**src/rtl/regfile_sb_pkg.sv**
```systemverilog
// Shared constants and types for the integer register file with load scoreboard.
// Widths, reset/enable levels and the zero register live here so every file agrees.
package regfile_sb_pkg;

    localparam int REG_NUM = 32;
    localparam int DATA_W  = 32;
    localparam int ADDR_W  = 5;

    localparam logic [ADDR_W-1:0] ZERO_REG     = '0;
    localparam logic [DATA_W-1:0] ZERO_WORD    = '0;
    localparam logic              RST_ENABLE   = 1'b1;
    localparam logic              READ_ENABLE  = 1'b1;
    localparam logic              WRITE_ENABLE = 1'b1;

    typedef logic [DATA_W-1:0] reg_word_t;
    typedef logic [ADDR_W-1:0] reg_addr_t;

    // A write-back to the address being read this cycle.
    function automatic logic wb_hit(input logic we, input reg_addr_t waddr,
                                    input reg_addr_t raddr);
        return (we == WRITE_ENABLE) && (waddr == raddr);
    endfunction

endpackage

```
**src/rtl/regfile_sb_rport.sv**
```systemverilog
// One read port: priority mux (reset, enable, x0/range, bypass, storage) and the
// load-use busy flag for that port.
module regfile_rport
    import regfile_sb_pkg::*;
(
    input  logic      rst_i,
    input  logic      re_i,
    input  reg_addr_t raddr_i,
    input  logic      addr_ok_i,
    input  logic      we_i,
    input  reg_addr_t waddr_i,
    input  reg_word_t wdata_i,
    input  reg_word_t stored_i,
    input  logic      busy_bit_i,
    output reg_word_t rdata_o,
    output logic      busy_o
);

    logic bypass;
    logic active;

    assign bypass = wb_hit(we_i, waddr_i, raddr_i);
    assign active = (rst_i != RST_ENABLE) && (re_i == READ_ENABLE) && addr_ok_i;

    // addr_ok_i already excludes x0 and unmapped addresses, so a bypass can only
    // forward to a real register.
    always_comb begin
        rdata_o = ZERO_WORD;
        if (active) begin
            if (bypass) rdata_o = wdata_i;
            else        rdata_o = stored_i;
        end
    end

    // Same-cycle write-back satisfies the reader, so it never stalls.
    assign busy_o = active && busy_bit_i && !bypass;

endmodule

```
**src/rtl/regfile_sb.sv**
```systemverilog
// Integer register file with two combinational read ports, write-back bypass and a
// per-register busy scoreboard for outstanding loads.
module regfile_sb
    import regfile_sb_pkg::*;
(
    input  logic      clk_i,
    input  logic      rst_i,
    input  logic      reg1_re_i,
    input  reg_addr_t reg1_raddr_i,
    output reg_word_t reg1_rdata_o,
    output logic      reg1_busy_o,
    input  logic      reg2_re_i,
    input  reg_addr_t reg2_raddr_i,
    output reg_word_t reg2_rdata_o,
    output logic      reg2_busy_o,
    input  logic      we_i,
    input  reg_addr_t waddr_i,
    input  reg_word_t wdata_i,
    input  logic      sb_set_i,
    input  reg_addr_t sb_addr_i
);

    localparam int ADDR_SPACE = 2 ** ADDR_W;

    reg_word_t          regs [REG_NUM];
    logic [REG_NUM-1:0] busy_q;
    logic [REG_NUM-1:0] busy_next;

    // in_range marks addresses that name a writable register: not x0, below REG_NUM.
    logic [ADDR_SPACE-1:0] in_range;

    for (genvar i = 0; i < ADDR_SPACE; i++) begin : g_range
        assign in_range[i] = (i != 0) && (i < REG_NUM);
    end

    logic wr_ok;
    logic set_ok;
    logic ok1, ok2;

    assign wr_ok  = (we_i == WRITE_ENABLE) && in_range[waddr_i];
    assign set_ok = sb_set_i && in_range[sb_addr_i];
    assign ok1    = in_range[reg1_raddr_i];
    assign ok2    = in_range[reg2_raddr_i];

    always_ff @(posedge clk_i) begin
        if (rst_i == RST_ENABLE) begin
            for (int i = 0; i < REG_NUM; i++) regs[i] <= ZERO_WORD;
        end else if (wr_ok) begin
            regs[waddr_i] <= wdata_i;
        end
    end

    // Set is applied after clear so a new load to the same rd keeps ownership.
    always_comb begin
        busy_next = busy_q;
        if (wr_ok)  busy_next[waddr_i]   = 1'b0;
        if (set_ok) busy_next[sb_addr_i] = 1'b1;
        busy_next[0] = 1'b0;
    end

    always_ff @(posedge clk_i) begin
        if (rst_i == RST_ENABLE) busy_q <= '0;
        else                     busy_q <= busy_next;
    end

    reg_word_t stored1, stored2;
    logic      busy_bit1, busy_bit2;

    assign stored1   = ok1 ? regs[reg1_raddr_i]   : ZERO_WORD;
    assign stored2   = ok2 ? regs[reg2_raddr_i]   : ZERO_WORD;
    assign busy_bit1 = ok1 ? busy_q[reg1_raddr_i] : 1'b0;
    assign busy_bit2 = ok2 ? busy_q[reg2_raddr_i] : 1'b0;

    regfile_rport u_rport1 (
        .rst_i      (rst_i),
        .re_i       (reg1_re_i),
        .raddr_i    (reg1_raddr_i),
        .addr_ok_i  (ok1),
        .we_i       (we_i),
        .waddr_i    (waddr_i),
        .wdata_i    (wdata_i),
        .stored_i   (stored1),
        .busy_bit_i (busy_bit1),
        .rdata_o    (reg1_rdata_o),
        .busy_o     (reg1_busy_o)
    );

    regfile_rport u_rport2 (
        .rst_i      (rst_i),
        .re_i       (reg2_re_i),
        .raddr_i    (reg2_raddr_i),
        .addr_ok_i  (ok2),
        .we_i       (we_i),
        .waddr_i    (waddr_i),
        .wdata_i    (wdata_i),
        .stored_i   (stored2),
        .busy_bit_i (busy_bit2),
        .rdata_o    (reg2_rdata_o),
        .busy_o     (reg2_busy_o)
    );

endmodule
```
**config.mk**
```make
export PLATFORM = sky130hd
export DESIGN_NAME = regfile_sb
export DESIGN_NICKNAME = d
export VERILOG_FILES = /design/src/rtl/regfile_sb_pkg.sv /design/src/rtl/regfile_sb_rport.sv /design/src/rtl/regfile_sb.sv
export SDC_FILE = /design/constraint.sdc
export NUM_CORES = 2
export LEC_CHECK = 0
export BUFFER_PORTS_ARGS = -buffer_cell sky130_fd_sc_hd__buf_4
export CAP_MARGIN = 5
export CORE_UTILIZATION = 40
export CTS_BUF_LIST = sky130_fd_sc_hd__clkbuf_8
export CTS_CLUSTER_DIAMETER = 200
export DETAILED_ROUTE_END_ITERATION = 10
export GPL_TIMING_DRIVEN = 0
export PLACE_DENSITY = 0.6
export RECOVER_POWER = 100
export SYNTH_ARGS = -nofsm -noshare
export SYNTH_HDL_FRONTEND = slang
export SYNTH_SLANG_ARGS = --single-unit
```
**constraint.sdc**
```tcl
create_clock -name clk_i -period 4.3 [get_ports clk_i]
set_input_delay 0.86 -clock clk_i [delete_from_list [all_inputs] [get_ports clk_i]]
set_output_delay 0.86 -clock clk_i [all_outputs]
set_load 0.05 [all_outputs]
```
==> impl_metrics.json <==
{
  "start_util_pct": 40.2,
  "drive_above_1_share_pct": 26.1,
  "core_area_sq_um": 141000,
  "cts_root_buffer": "clkbuf_8",
  "synthArstFlopShare_pct": 0,
  "vias": 43015,
  "dieArea_sq_um": 144000,
  "fill_cells": 12563,
  "finClkSkew_ns": 0,
  "grt_max_degree": 34,
  "place_hpwl_mm": 195,
  "tritoncts": "built",
  "ys_ff_latch": 1055,
  "setup_slack_ns": -0.194,
  "hp-class": "in2reg",
  "crit_type": "in2out",
  "avgSynthCellArea_sq_um": 14.4,
  "grt_pass1_wl_mm": 360,
  "worstPathCellList": "clkbuf_1, xnor2_1, nand4_1, o21ai_4, clkbuf_4, nor2_1, a32o_1, buf_4",
  "avgRoutedWirePerCell_um": 43.9,
  "drc": 0,
  "post-route-util_pct": 46.2,
  "grt_antenna_before_repair": 29,
  "worstPathRequired_ns": 3.44,
  "clkSinkCount": 1055,
  "clock_latency_ns": 0.96,
  "worst_pin_slew_ns": 3.50,
  "die_y_um": 379,
  "cp_max_fo": 10,
  "ir_drop_v": 0.000371,
  "met3_usage_pct": 17.4,
  "max_freq_mhz": 223,
  "netlist_area_sq_um": 56900,
  "grt-ovfl-total": 0,
  "clock_path_buffers": 3,
  "synth-main-ff-cell": "edfxtp_1",
  "routed_wl_mm": 279,
  "cp-end-kind": "output port",
  "status": "finished, violations left",
  "ys_seq_area_share_pct": 55.1,
  "synth.lib_cells_used.distinct": 61,
  "boundaryPins": 124,
  "drt-initial-drc-count": 8060,
  "use_met1_pct": 46.6,
  "fp.dieW_um": 379,
  "final-max-slew-violation-count": 722,
  "max_cap_viol_count": 32,
  "cp-start-kind": "input port",
  "syn_to_final_growth_pct": 15.0,
  "max_slew_margin_pct": -134,
  "cp_slowest_cell": "clkbuf_1",
  "via_per_inst": 6.77,
  "dr.pass1.iters": 9,
  "power_leakage_uw": 0.0224,
  "first_global_vias": 39967,
  "violations": "capacitance limit, slew limit, setup timing",
  "met2_usage_pct": 54.8,
  "gp_congestion": 1.05,
  "rsz0062_at_grt": "true",
  "final_nets": 4367,
  "power.density_nw_per_um2": 382,
  "cts_buffers": 179,
  "std_cell_rows": 138,
  "min_period_ns": 4.49,
  "synthCells": 3946,
  "setup-violations-final": 68,
  "synth_edf_count": 1024,
  "clk_pin_slew_ns": 0.06,
  "slowest_delay_ns": 0.58,
  "io_buffers": 113,
  "multiInputGateArea_sq_um": 24400,
  "ant_nets": 0,
  "finalCritPeriodShare_pct": 105,
  "final-seq-area_sq_um": 31400,
  "track_usage_pct": 38.5,
  "cts_max_level": 4,
  "arrival_ns": 3.63,
  "finalHoldViolations": 0,
  "place_ws_ns": -2.03,
  "yosys_warnings": 0,
  "grt.busiest_layer": "met2"
}
## final cells by class
type / count / share of cell area (%)
antenna: 13 / 0.0497
buffer: 399 / 4.15
clock buffer: 187 / 3.94
clock inverter: 133 / 1.05
inverter: 38 / 0.224
multi-input combinational: 2480 / 37.2
sequential: 1055 / 48.0
tap: 1890 / 3.62
timing repair buffer: 156 / 1.77
## layout by cell type, fill, tap and decap left out, types with 14 or more instances in the layout
master,instances
clkinv_1,36
mux2i_1,108
clkbuf_2,38
nor2_1,83
clkinv_2,19
and2_0,474
conb_1,32
a221o_1,24
dfxtp_1,31
a221oi_2,15
inv_1,98
buf_12,20
clkbuf_1,230
a221oi_1,19
buf_8,23
edfxtp_1,1024
nand2_1,216
o211ai_1,14
buf_4,149
mux4_2,503
o21ai_0,40
and2_1,519
clkbuf_8,194
nand3_1,23
a21o_1,19
nor2b_1,15
a31oi_1,18
a32o_1,15
o22ai_1,77
a22oi_1,24
clkbuf_4,20
buf_6,49
## cell usage after synthesis (7+ instances only)
cell type | count | area [sq um]
a221o_1 | 26 | 260
a21o_1 | 19 | 143
o41ai_1 | 10 | 87.6
o211ai_1 | 14 | 105
buf_4 | 32 | 240
nand3_1 | 23 | 115
o21ai_0 | 57 | 285
edfxtp_1 | 1024 | 30700
xnor2_1 | 10 | 87.6
nor2b_1 | 17 | 106
and3_1 | 14 | 87.6
a22o_1 | 12 | 105
mux2i_1 | 111 | 1110
nand2_1 | 226 | 848
o32a_1 | 8 | 80.1
a221oi_1 | 39 | 342
dfxtp_1 | 31 | 621
clkbuf_1 | 265 | 995
mux4_2 | 503 | 11300
buf_1 | 15 | 56.3
nand2b_1 | 11 | 68.8
a21oi_1 | 26 | 130
and2_1 | 994 | 6220
nor3_1 | 14 | 70.1
a32o_1 | 16 | 160
a22oi_1 | 24 | 180
a211oi_1 | 15 | 113
inv_1 | 34 | 128
buf_6 | 11 | 124
a31o_2 | 7 | 61.3
nor2_1 | 94 | 353
buf_2 | 80 | 400
o22ai_1 | 77 | 482
a31oi_1 | 20 | 125
## metal layers
layer	vias to the layer above	wire (um)	share of wire, %
met5	-	108	0.039
met4	13	22300	8.0
met3	1084	44600	16
met2	4120	117000	42
met1	21934	94700	34
li1	15864	-	-
## path summary, 6_finish.rpt
| path | start | endpoint | slack [ns] | cells after the start |
|---|---|---|---|---|
| worst min-delay path | sb_addr_i[1] | busy_q[1]$_SDFF_PP0_ | 0.17 | 2 |
| worst min register to register | busy_q[18]$_SDFF_PP0_ | busy_q[18]$_SDFF_PP0_ | 0.48 | 2 |
| worst max register to register | busy_q[6]$_SDFF_PP0_ | busy_q[6]$_SDFF_PP0_ | 3.61 | 2 |
| worst max-delay path | waddr_i[4] | reg1_rdata_o[15] | -0.19 | 8 |
## registers in the layout (all words and copies together) (netlist names)
register / cells
busy_q: 31
regs: 1024
## worst max-delay path: cells and delay by family
family	cells	cell delay, ns
xor+xnor	1	0.19
buf+inv	3	1.28
simple gates	2	0.36
compound gates	2	0.90
## repair_timing
item | 4_1_cts | 5_1_grt
cloned | 1 | 0
buffers inserted | 7 | 0
hold buffers | 0 | 0
pin swaps | 8 | 5
resized for setup | 393 | 70
endpoints found under the setup margin | 66 | 48
## power by group
group	switching [uW]	internal (uW)	total (uW)
Clock	4570	4210	8780
Combinational	2700	1370	4070
Sequential	293	11900	12200
Total	7560	17500	25000
## logic make-up (layout without fill, tap and decap cells)
logic type      after synthesis  count (layout)  synth area share, %
compound gates              395             395                 5.05
xor+xnor                     10              10                0.154
buf+inv                     443             913                 3.49
flops                      1055            1055                 55.1
mux                         617             617                 21.9
other cells                   1              45              0.00659
simple gates               1425            1426                 14.2
## stage by stage
step                cell area [sq um]  instances  power, uW  hold slack, ns  setup TNS (ns)
floorplan                       57100       3977      14200           0.452               0
global placement                60300       5980      16000           0.461         -483.36
detailed placement              61100       6015      16000           0.475          -80.42
CTS                             65700       6338      24700           0.119         -0.0222
global route                    65400       6339      25300           0.179          -0.320
finish                          65400       6351      25000           0.166           -5.09
No activity file was read; power rests on OpenSTA's default activity.
